===== config.mk =====
export PLATFORM = sky130hd
export DESIGN_NAME = dram_x16_bridge
export DESIGN_NICKNAME = d
export VERILOG_FILES = /design/src/rtl/dram_x16_bridge.sv
export SDC_FILE = /design/constraint.sdc
export NUM_CORES = 1
export LEC_CHECK = 0
export ABC_AREA = 1
export BUFFER_PORTS_ARGS = -buffer_cell sky130_fd_sc_hd__buf_4
export CORE_MARGIN = 2
export CORE_UTILIZATION = 25
export DETAILED_ROUTE_END_ITERATION = 6
export GPL_TIMING_DRIVEN = 0
export SLEW_MARGIN = 20
export SYNTH_ARGS = -nofsm -noshare
export SYNTH_HDL_FRONTEND = slang
export SYNTH_SLANG_ARGS = --single-unit

===== constraint.sdc =====
create_clock -name clk -period 2 [get_ports clk]
set_input_delay 0.4 -clock clk [delete_from_list [all_inputs] [get_ports clk]]
set_output_delay 0.4 -clock clk [all_outputs]
set_load 0.02 [all_outputs]

===== src/rtl/dram_x16_bridge.sv =====
// Splits single-outstanding 32-bit word requests into two 16-bit Avalon-MM pipelined
// transactions and reassembles read beats into a one-cycle ack with 32-bit data.
`ifndef MEM_ADDR_BITS
`define MEM_ADDR_BITS 24
`endif

module dram_x16_bridge #(
  parameter int unsigned ADDR_BITS     = `MEM_ADDR_BITS,
  parameter int unsigned AVM_ADDR_BITS = `MEM_ADDR_BITS + 1
) (
  input  logic                     clk,
  input  logic                     reset_n,
  input  logic [ADDR_BITS-1:0]     mem_addr,
  input  logic                     mem_read_en,
  input  logic                     mem_write_en,
  input  logic [3:0]               mem_byte_enable,
  input  logic [31:0]              mem_write_data,
  output logic                     mem_ack,
  output logic [31:0]              mem_read_data,
  output logic [AVM_ADDR_BITS-1:0] avm_address,
  output logic                     avm_read,
  output logic                     avm_write,
  output logic [1:0]               avm_byteenable,
  output logic [15:0]              avm_writedata,
  input  logic                     avm_waitrequest,
  input  logic [15:0]              avm_readdata,
  input  logic                     avm_readdatavalid,
  output logic                     busy,
  output logic                     protocol_error
);

  typedef enum logic [2:0] {StIdle, StLo, StHi, StRdWait, StDone} state_e;

  state_e               state;
  logic [ADDR_BITS-1:0] addr_q;
  logic                 op_write_q;
  logic [1:0]           be_hi_q;
  logic [15:0]          wdata_hi_q;
  logic [1:0]           beat_cnt;
  logic [31:0]          rdata_q;

  logic        req;
  logic        accepted;
  logic        beat_ok;
  logic [1:0]  beats_now;
  logic [31:0] rdata_merged;

  always_comb begin
    req       = mem_read_en | mem_write_en;
    accepted  = (avm_read | avm_write) & ~avm_waitrequest;
    // Beats may land while HI is still stalled, so count in any non-idle read state.
    beat_ok   = avm_readdatavalid && (state != StIdle) && !op_write_q && (beat_cnt < 2'd2);
    beats_now = beat_cnt + {1'b0, beat_ok};
    rdata_merged = rdata_q;
    if (beat_ok) begin
      if (beat_cnt == 2'd0) rdata_merged[15:0]  = avm_readdata;
      else                  rdata_merged[31:16] = avm_readdata;
    end
  end

  always_ff @(posedge clk or negedge reset_n) begin
    if (!reset_n) begin
      state          <= StIdle;
      addr_q         <= '0;
      op_write_q     <= 1'b0;
      be_hi_q        <= '0;
      wdata_hi_q     <= '0;
      beat_cnt       <= '0;
      rdata_q        <= '0;
      mem_ack        <= 1'b0;
      mem_read_data  <= '0;
      avm_address    <= '0;
      avm_read       <= 1'b0;
      avm_write      <= 1'b0;
      avm_byteenable <= '0;
      avm_writedata  <= '0;
      busy           <= 1'b0;
      protocol_error <= 1'b0;
    end else begin
      mem_ack <= 1'b0;
      if (beat_ok) begin
        beat_cnt <= beats_now;
        rdata_q  <= rdata_merged;
      end
      if ((req && state != StIdle) || (mem_read_en && mem_write_en) ||
          (avm_readdatavalid && !beat_ok)) begin
        protocol_error <= 1'b1;
      end

      unique case (state)
        StIdle: begin
          if (req) begin
            addr_q     <= mem_addr;
            op_write_q <= mem_write_en;
            be_hi_q    <= mem_byte_enable[3:2];
            wdata_hi_q <= mem_write_data[31:16];
            busy       <= 1'b1;
            if (!mem_write_en || mem_byte_enable[1:0] != 2'b00) begin
              state          <= StLo;
              avm_read       <= ~mem_write_en;
              avm_write      <= mem_write_en;
              avm_address    <= {mem_addr, 1'b0};
              avm_byteenable <= mem_write_en ? mem_byte_enable[1:0] : 2'b11;
              avm_writedata  <= mem_write_en ? mem_write_data[15:0] : 16'h0;
            end else if (mem_byte_enable[3:2] != 2'b00) begin
              state          <= StHi;
              avm_write      <= 1'b1;
              avm_address    <= {mem_addr, 1'b1};
              avm_byteenable <= mem_byte_enable[3:2];
              avm_writedata  <= mem_write_data[31:16];
            end else begin
              state   <= StDone;
              mem_ack <= 1'b1;
            end
          end
        end
        StLo: begin
          if (accepted) begin
            if (!op_write_q || be_hi_q != 2'b00) begin
              state          <= StHi;
              avm_address    <= {addr_q, 1'b1};
              avm_byteenable <= op_write_q ? be_hi_q : 2'b11;
              avm_writedata  <= op_write_q ? wdata_hi_q : 16'h0;
            end else begin
              state          <= StDone;
              mem_ack        <= 1'b1;
              avm_write      <= 1'b0;
              avm_address    <= '0;
              avm_byteenable <= '0;
              avm_writedata  <= '0;
            end
          end
        end
        StHi: begin
          if (accepted) begin
            avm_read       <= 1'b0;
            avm_write      <= 1'b0;
            avm_address    <= '0;
            avm_byteenable <= '0;
            avm_writedata  <= '0;
            if (op_write_q || beats_now == 2'd2) begin
              state   <= StDone;
              mem_ack <= 1'b1;
              if (!op_write_q) mem_read_data <= rdata_merged;
            end else begin
              state <= StRdWait;
            end
          end
        end
        StRdWait: begin
          if (beats_now == 2'd2) begin
            state         <= StDone;
            mem_ack       <= 1'b1;
            mem_read_data <= rdata_merged;
          end
        end
        StDone: begin
          state    <= StIdle;
          busy     <= 1'b0;
          beat_cnt <= '0;
        end
        default: state <= StIdle;
      endcase
    end
  end

endmodule

==> results of run 1 <==
[power breakdown]
group          internal [W]  total [W]  leakage, nW  switching [W]
logic               0.00364    0.00928         3.19        0.00564
clock network       0.00189    0.00339        0.284        0.00150
registers           0.00467    0.00541         2.00       0.000739
total                0.0102     0.0181         5.47        0.00788
[per-layer routing]
layer | vias to the layer above | wire length [um] | GRT usage, %
met4 | 0 | 252 | 3.69
met2 | 206 | 11100 | 24.4
met3 | 23 | 1390 | 3.26
li1 | 3388 | - | -
met5 | - | 0 | 0
met1 | 3326 | 10900 | 21.1
[worst max path at each step]
stage / start / to / slack [ps] / depth (start not counted)
2_1_floorplan: state[1] / mem_read_data[0] / -20 / 15
3_3_place_gp: reset_n / state[1] / -600 / 1
3_5_place_dp: state[0] / mem_read_data[23] / -390 / 16
4_1_cts: state[1] / mem_read_data[16] / -30 / 15
5_1_grt: state[2] / mem_read_data[5] / -40 / 14
6_report: state[2] / mem_read_data[23] / 60 / 14
[cells in the final DEF (no fill, tap or decap), drive strengths merged, types with 2 or more instances in the layout]
master    count
mux2         40
nand3       106
nand4        16
clkbuf       28
clkinv        4
a21oi         8
dfrtp       160
bufinv        2
inv          27
clkinvlp      3
o21ai        56
nand2       418
buf         233
nor2         27
[final cells by class]
type	count	area, um^2
plain buffers	50	338
clock buffers	18	429
clock inverters	14	174
fillers	3112	19400
inverters	22	90.1
multi-input cells	677	3340
flip-flops and latches	160	4010
well taps	390	488
repair buffers	194	1540
[flip-flops by register name, indices dropped and copies added (netlist names)]
| signal | count |
|---|---|
| busy | 1 |
| wdata_hi_q | 16 |
| state | 3 |
| op_write_q | 1 |
| addr_q | 24 |
| avm_byteenable | 2 |
| avm_write | 1 |
| beat_cnt | 2 |
| be_hi_q | 2 |
| mem_read_data | 32 |
| protocol_error | 1 |
| mem_ack | 1 |
| avm_read | 1 |
| avm_writedata | 16 |
| rdata_q | 32 |
| avm_address | 25 |
[synthesized netlist by cell type (all sizes together)]
cell type / instances
nor3: 1
o211ai: 1
buf: 43
o21bai: 1
o21ai: 56
a211oi: 1
nand3: 106
nand4: 16
nor3b: 1
clkbuf: 13
mux2: 40
nand2: 418
dfrtp: 160
ha: 1
nor2: 27
inv: 22
a21oi: 8
[what timing repair did]
| item | CTS | global route |
|---|---|---|
| endpoints found under the setup margin | 36 | 37 |
| pin swaps | 14 | 7 |
| hold buffers | 1 | 0 |
| buffers inserted | 17 | 11 |
| gates resized for setup | 31 | 23 |
| endpoints found under the hold margin | 70 | 0 |
| gates cloned | 3 | 0 |
[cell families after synthesis]
| logic type | share of synthesized area (%) |
|---|---|
| compound gates | 4.52 |
| mux | 5.94 |
| flops | 52.8 |
| simple gates | 31.3 |
| buf+inv | 5.31 |
| fa+ha+maj | 0.165 |
[worst register-to-register path: stages (launching register included)]
cell                      delay, ps
sky130_fd_sc_hd__dfrtp_1        420
sky130_fd_sc_hd__nor2_4         150
sky130_fd_sc_hd__nand2_4         70
sky130_fd_sc_hd__inv_4           70
sky130_fd_sc_hd__nor2_4          40
sky130_fd_sc_hd__ha_4           210
sky130_fd_sc_hd__inv_4           60
sky130_fd_sc_hd__nand3_4         80
sky130_fd_sc_hd__nand2_4        100
sky130_fd_sc_hd__nand3_4        110
sky130_fd_sc_hd__nor2_4         180
sky130_fd_sc_hd__buf_12         150
sky130_fd_sc_hd__buf_8          120
sky130_fd_sc_hd__nand2_2         50
sky130_fd_sc_hd__nand2_1         60
[per-stage QoR]
stage                     setup slack (ps)  hold slack, ps  std cells
after floorplan                      -15.1             104        915
after global placement                -601             454       1466
after detailed placement              -394             396       1467
after CTS                            -26.9             174       1516
after global routing                 -36.1             176       1525
final                                 64.6             192       1525
==> flow_results.org, run 1 <==
** Finish
- 0 antenna diodes ended up in the layout.
- From synthesis to final layout, the design area changed by 37.1%.
- Cells fill 34.9% of the core in the end.
- Nets :: 1,205
- The finished cells cover 10,400 um^2.
- Share of cells above drive strength 1 :: 30.2%

** Yosys
- Post-synthesis register bit count :: 160
- Seq/Total Area, Yosys :: 52.8%
- Summed over its instances, the top area cell type makes up 52.8% of the synthesized netlist area.
- Yosys warns :: 0
- Cell area after technology mapping :: 7590 um^2
- Leading area contributor after synthesis :: sky130_fd_sc_hd__dfrtp_1
- Cell types occupying the most area after synthesis :: sky130_fd_sc_hd__dfrtp_1, sky130_fd_sc_hd__nand2_1, sky130_fd_sc_hd__nand3_1
- Gate count of the mapped netlist :: 915
- A synthesized cell averages 8.29 um^2.
- Counting every net in the synthesized netlist gives 998.
- The netlist uses 29 different library cells.

** STA
- Setup repair after global routing could not meet its margin everywhere.
- Setup violations remaining at the end of the flow were counted as 0.
- At the pin with the least slew margin, the transition time is 575 ps.
- Headroom to the max-slew limit came out at 61.6%.
- Portion of the clock cycle consumed by the worst path in the final layout :: 96.8%
- Derived from the worst setup path, the maximum achievable clock frequency is 517 MHz.
- The final count of pins violating max slew came to 0.
- On the final layout, the worst clock skew is 13.8 ps.
- Time the worst path needs with I/O delays and setup :: 1940 ps
- In the final timing run, aggregate negative setup slack is 0 ps.
- Final hold violations :: 0

** Job
- Max-cap violations in this run came to 0.

** Drt
- Routed vias/inst :: 4.55
- In the final routed layout, each cell accounts on average for 15.5 um.
- Detailed-router iteration count before antenna repair :: 6
- For this block, the via count after detailed routing is 6,943.
- The final layout contains routed wiring with a total length of 23.7 mm.
- For this run, design rule violations remaining after detail routing come to 0.
- For this block, the initial DRC count from the detailed router was 563.
- The detail route stage leaves a number of antenna-violating nets equal to 0.

** Worst setup path
- For flop-to-flop paths, the worst setup slack is 60 ps.
- Reg-to-Reg End :: mem_read_data[23]
- Ordered list of cells on the worst path :: nor2_4 > nand2_4 > inv_4 > nor2_4 > ha_4 > inv_4 > nand3_4 > nand2_4 > nand3_4 > nor2_4 > buf_12 > buf_8 > nand2_2 > nand2_1
- Grouping stages by cell kind, the critical path spends the most delay in simple AND/OR/NAND/NOR gates.
- The largest single stage delay on the critical path is 420 ps.
- Among the stages of the critical path, the cell type that occurs most often is sky130_fd_sc_hd__nor2_4.
- For this design, the slowest cell found on the critical path is sky130_fd_sc_hd__dfrtp_1.
- Worst Setup Start Kind :: flop
- Kind of critical path :: reg2reg
- The critical path contains buffers and inverters numbering 4 combined.
- The number of cells on the worst reg-to-reg path is 14.
- Data arrival time of the worst path :: 2300 ps
- Of all nets on the critical path, the largest fanout is 5.
- For the worst setup path, the data required time is 2360 ps.
- Beginning of the worst register-to-register path :: state[2]
- The worst setup path is captured at a flop.

** CTS
- Clock-pin slew was measured on the worst setup and hold paths at 80 ps.
- TritonCTS built the clock tree.
- CTS built an H-tree with a depth of 4.
- Clock tree root buffer cell :: sky130_fd_sc_hd__clkbuf_16
- For the worst-skew pair, the clock arrives at the later sink with an insertion delay of 430 ps.
- Cts bufs inserted :: 17
- Counting along the longest clock path gives a buffer depth of 2.
- Count of clock tree sinks :: 160

** Hold path
- Source of the worst hold timing path :: mem_addr[22]
- The worst hold path passes through 2 cells.
- The path with the worst hold slack has its endpoint at addr_q[22].
- The path class of the tightest hold or removal check is in2reg.

** Pwr
- Peak VDD IR :: 0.745 mV
- In this run the power density over the cells is 1740 nW/um^2.
- Final total power :: 0.0181 W
- Leakage power :: 5.47 nW

** Floorplan
- Initial Util :: 25.5%
- Chip height :: 178 um
- Placement row count :: 63
- In this run the horizontal extent of the chip is 178 um.
- Boundary pin count :: 162
- The floorplan step defined a die boundary enclosing 31,800 um^2.
- Std-Cell Core Area :: 29,800 um^2

** GRT
- For this run, the total global-route usage over all layers was measured as 15.3%.
- Number of global-route vias before repair :: 6,841
- First-pass GRT wire length :: 37.3 mm
- Sum of overflow across all layers after global routing :: 0
- Antenna violations before repair :: 0
- Entering global routing, the biggest net connects 91 pins.

** Placed design
- Routability cong. :: 0.832
- After detailed placement, the total cell area comes to 9430 um^2.
- HPWL reported at the end of detailed placement :: 17.2 mm
- The count of buffers added on input and output ports is 161.

** Run status
- Result of the run :: complete, no violations
No activity file was read; power rests on OpenSTA's default activity.
==> inputs of run 2 (changes only) <==
--- a/config.mk
+++ b/config.mk
@@ -8,7 +8,7 @@
 export ABC_AREA = 1
 export BUFFER_PORTS_ARGS = -buffer_cell sky130_fd_sc_hd__buf_4
 export CORE_MARGIN = 2
-export CORE_UTILIZATION = 25
+export CORE_UTILIZATION = 29
 export DETAILED_ROUTE_END_ITERATION = 6
 export GPL_TIMING_DRIVEN = 0
 export SLEW_MARGIN = 20
==> run 2 against run 1 <==
Compared with the run above: routed wire length is 3.6% lower; clock power hardly changed; die area is 13% lower; sequential share of layout area is 0.22 points lower.
==> flow_results.org, run 2 (synthesis gave the netlist of run 1 again) <==
** GRT
- The global routing met1 resource utilization was 23.5% (+2.4 points).
- Antenna violations before repair :: 0 (unchanged)
- The global-route wire length before repair is 36.5 mm (-2.0%).
- The number of global-route vias before repair was 6,750 (-1.3%).
- Met3 track demand over resource in global routing :: 3.53% (+0.27 points)
- The overall track demand over capacity in global routing is 16.6% (+1.3 points).
- The met2 track demand over resource is 26.2% (+1.8 points).
- The total grt overflow came to 0 (unchanged).
- Largest net degree at the start of global routing :: 83 (-8.8%)
- Top Usage Layer GRT :: met2

** Placed design
- The count of buffers from port buffering was 161 (unchanged).
- The HPWL reported at the end of detailed placement is 16.3 mm (-5.2%).
- Post-Place Cell Area :: 9370 um^2 (-0.73%)
- Worst Setup Slack post-DPL :: -446 ps (-52.1 ps)
- Routability cong. :: 0.851 (+2.3%)

** STA
- The slew at the pin closest to its max-slew limit was 642 ps (+66.4 ps).
- The worst clock skew was 17.9 ps (+4.06 ps).
- Time the worst path needs with I/O delays and setup :: 1940 ps (+2.11 ps)
- The final-layout setup total negative slack came to 0 ps (unchanged).
- Fmax :: 516 MHz (-0.11%)
- The number of hold violations in the final report came to 0 (unchanged).
- Relative slew margins :: 57.2% (-4.4 points)
- Portion of the clock cycle consumed by the worst path in the final layout :: 96.9% (+0.11 points)
- The final count of pins violating max slew is 0 (unchanged).
- The least setup slack across all paths after layout was 62.5 ps (-2.11 ps).
- RSZ-0062 raised after global routing :: yes
- The number of endpoints failing setup at the final stage was 0 (unchanged).

** Pwr
- The power per cell area was 1760 nW/um^2 (+1.3%).
- Final total power :: 0.0184 W (+1.9%)
- The leakage power total is 5.52 nW (+1.0%).
- The maximum resistive drop on vdd is 0.692 mV (-7.2%).

** CTS
- Maximum level of the CTS H-tree :: 4 (unchanged)
- The clock edge transition at the registers on the reported setup and hold paths is 70 ps (about the same).
- The total CTS buffers was 17 (unchanged).
- The clock latency at the later pin of the worst-skew pair is 450 ps (+20 ps).
- In this run the clock root is driven by a sky130_fd_sc_hd__clkbuf_16.
- The sink count of the clock tree was 160 (unchanged).
- TritonCTS built the clock tree.
- The number of buffers on the longest clock path is 2 (unchanged).

** Floorplan
- Width of the die :: 166 um (-7.0%)
- The height of the die came to 166 um (-7.0%).
- The total die area was 27,500 um^2 (-13%).
- The standard-cell row count was 59 (-6.3%).
- The count of boundary I/O pins came to 162 (unchanged).
- The core outline area is 25,800 um^2 (-13%).
- Initial Util :: 29.4% (+3.9 points)

** Finish
- Share of cells above drive strength 1 :: 32.4% (+2.1 points)
- Antenna Diode Count :: 0 (unchanged)
- In the layout the commonest cells are sky130_fd_sc_hd__nand2_1, sky130_fd_sc_hd__buf_4, sky130_fd_sc_hd__dfrtp_1.
- The largest registers in the layout are mem_read_data x32, rdata_q x32, avm_address x25.
- Fill cell instance count of the final layout :: 2,627 (-16%)
- Nets :: 1,204 (-0.083%)
- Area growth from synthesis to layout :: 37.9%
- The design area is 10,500 um^2 (+0.58%).
- Most common library cell in the layout ignoring fill and taps :: sky130_fd_sc_hd__nand2_1

** Drt
- Detailed-router iteration count before antenna repair :: 5 (-1)
- The routed length per placed instance was 15.5 um (about the same).
- The number of vias after detailed routing is 6,940 (-0.043%).
- Total DRC errors in the routed layout :: 0 (unchanged)
- Count of nets left with antenna violations after detail routing :: 0 (unchanged)
- Routed vias/inst :: 4.72 (+3.8%)
- The number of violations reported at the end of detailed-routing iteration 0 is 507 (-9.9%).
- Drt total wl :: 22.8 mm (-3.6%)

** Worst setup path
- Worst Setup Start Kind :: flop
- Required time worst endpoint :: 2330 ps (-30 ps)
- Kind of critical path :: reg2reg
- Top fanout value on the critical path :: 5 (unchanged)
- The arrival time at the worst endpoint was 2260 ps (-40 ps).
- Kind of end point of the critical path :: flop

** Run status
- Result of the run :: complete, no violations

** Job
- The number of maximum-capacitance constraint violations was 0 (unchanged).

** Hold path
- The worst hold path belongs to the class in2reg.
-- run 2: report_power, final --
group / switching [W] / internal [W]
clock: 0.00151 / 0.00188
sequential: 0.000762 / 0.00467
combinational: 0.00575 / 0.00384
-- run 2: timing repair --
| action | in CTS | in global routing |
|---|---|---|
| cloned | 5 | 0 |
| endpoints found under the hold margin | 78 | 0 |
| buffers inserted | 17 | 5 |
| resized for setup | 33 | 57 |
| setup endpoints to repair | 36 | 39 |
| hold buffers | 1 | 0 |
| pin swaps | 9 | 19 |
-- run 2: worst paths after layout --
check | from | endpoint | slack, ps | cells past startpoint
worst max register to register | beat_cnt[1] | mem_read_data[21] | 60 | 13
worst max-delay path | beat_cnt[1] | mem_read_data[21] | 60 | 13
worst min register to register | avm_byteenable[0] | avm_byteenable[0] | 470 | 2
worst min-delay path | mem_write_data[23] | wdata_hi_q[7] | 180 | 2
min in group asynchronous | reset_n | mem_read_data[12] | 480 | 2
max in group asynchronous | reset_n | wdata_hi_q[0] | 650 | 3
-- run 2: critical path, cell delays in order (launching register included) --
cell	delay [ps]
sky130_fd_sc_hd__dfrtp_1	380
sky130_fd_sc_hd__inv_1	100
sky130_fd_sc_hd__nand3_2	100
sky130_fd_sc_hd__nor2_4	170
sky130_fd_sc_hd__ha_4	160
sky130_fd_sc_hd__inv_2	40
sky130_fd_sc_hd__nand2_2	70
sky130_fd_sc_hd__nand3_4	100
sky130_fd_sc_hd__nand2_4	80
sky130_fd_sc_hd__nand3_4	110
sky130_fd_sc_hd__buf_8	180
sky130_fd_sc_hd__clkbuf_16	150
sky130_fd_sc_hd__o21ai_1	120
sky130_fd_sc_hd__nand2_1	60
-- run 2: per-layer routing --
metal  vias to the layer above  wire length [um]
met1                      3319             10500
met3                        20              1430
li1                       3382                 -
met4                         0               195
met2                       219             10600
met5                         -                 0
-- run 2: area by class of cell --
type | count | area [um^2] | share of cell area [%]
sequential | 160 | 4010 | 38.3
buffer | 53 | 390 | 3.73
tap | 335 | 419 | 4.01
clock buffer | 18 | 429 | 4.10
timing repair buffer | 190 | 1510 | 14.4
inverter | 22 | 90.1 | 0.861
clock inverter | 14 | 166 | 1.59
multi-input combinational | 677 | 3450 | 33.0
-- run 2: stage by stage --
stage	util [%]	std cells	hold slack [ps]
after floorplan	-	915	104
after global placement	36.1	1411	453
after detailed placement	36.2	1412	421
after CTS	39.7	1465	167
after global routing	40.5	1469	172
final	40.5	1469	179
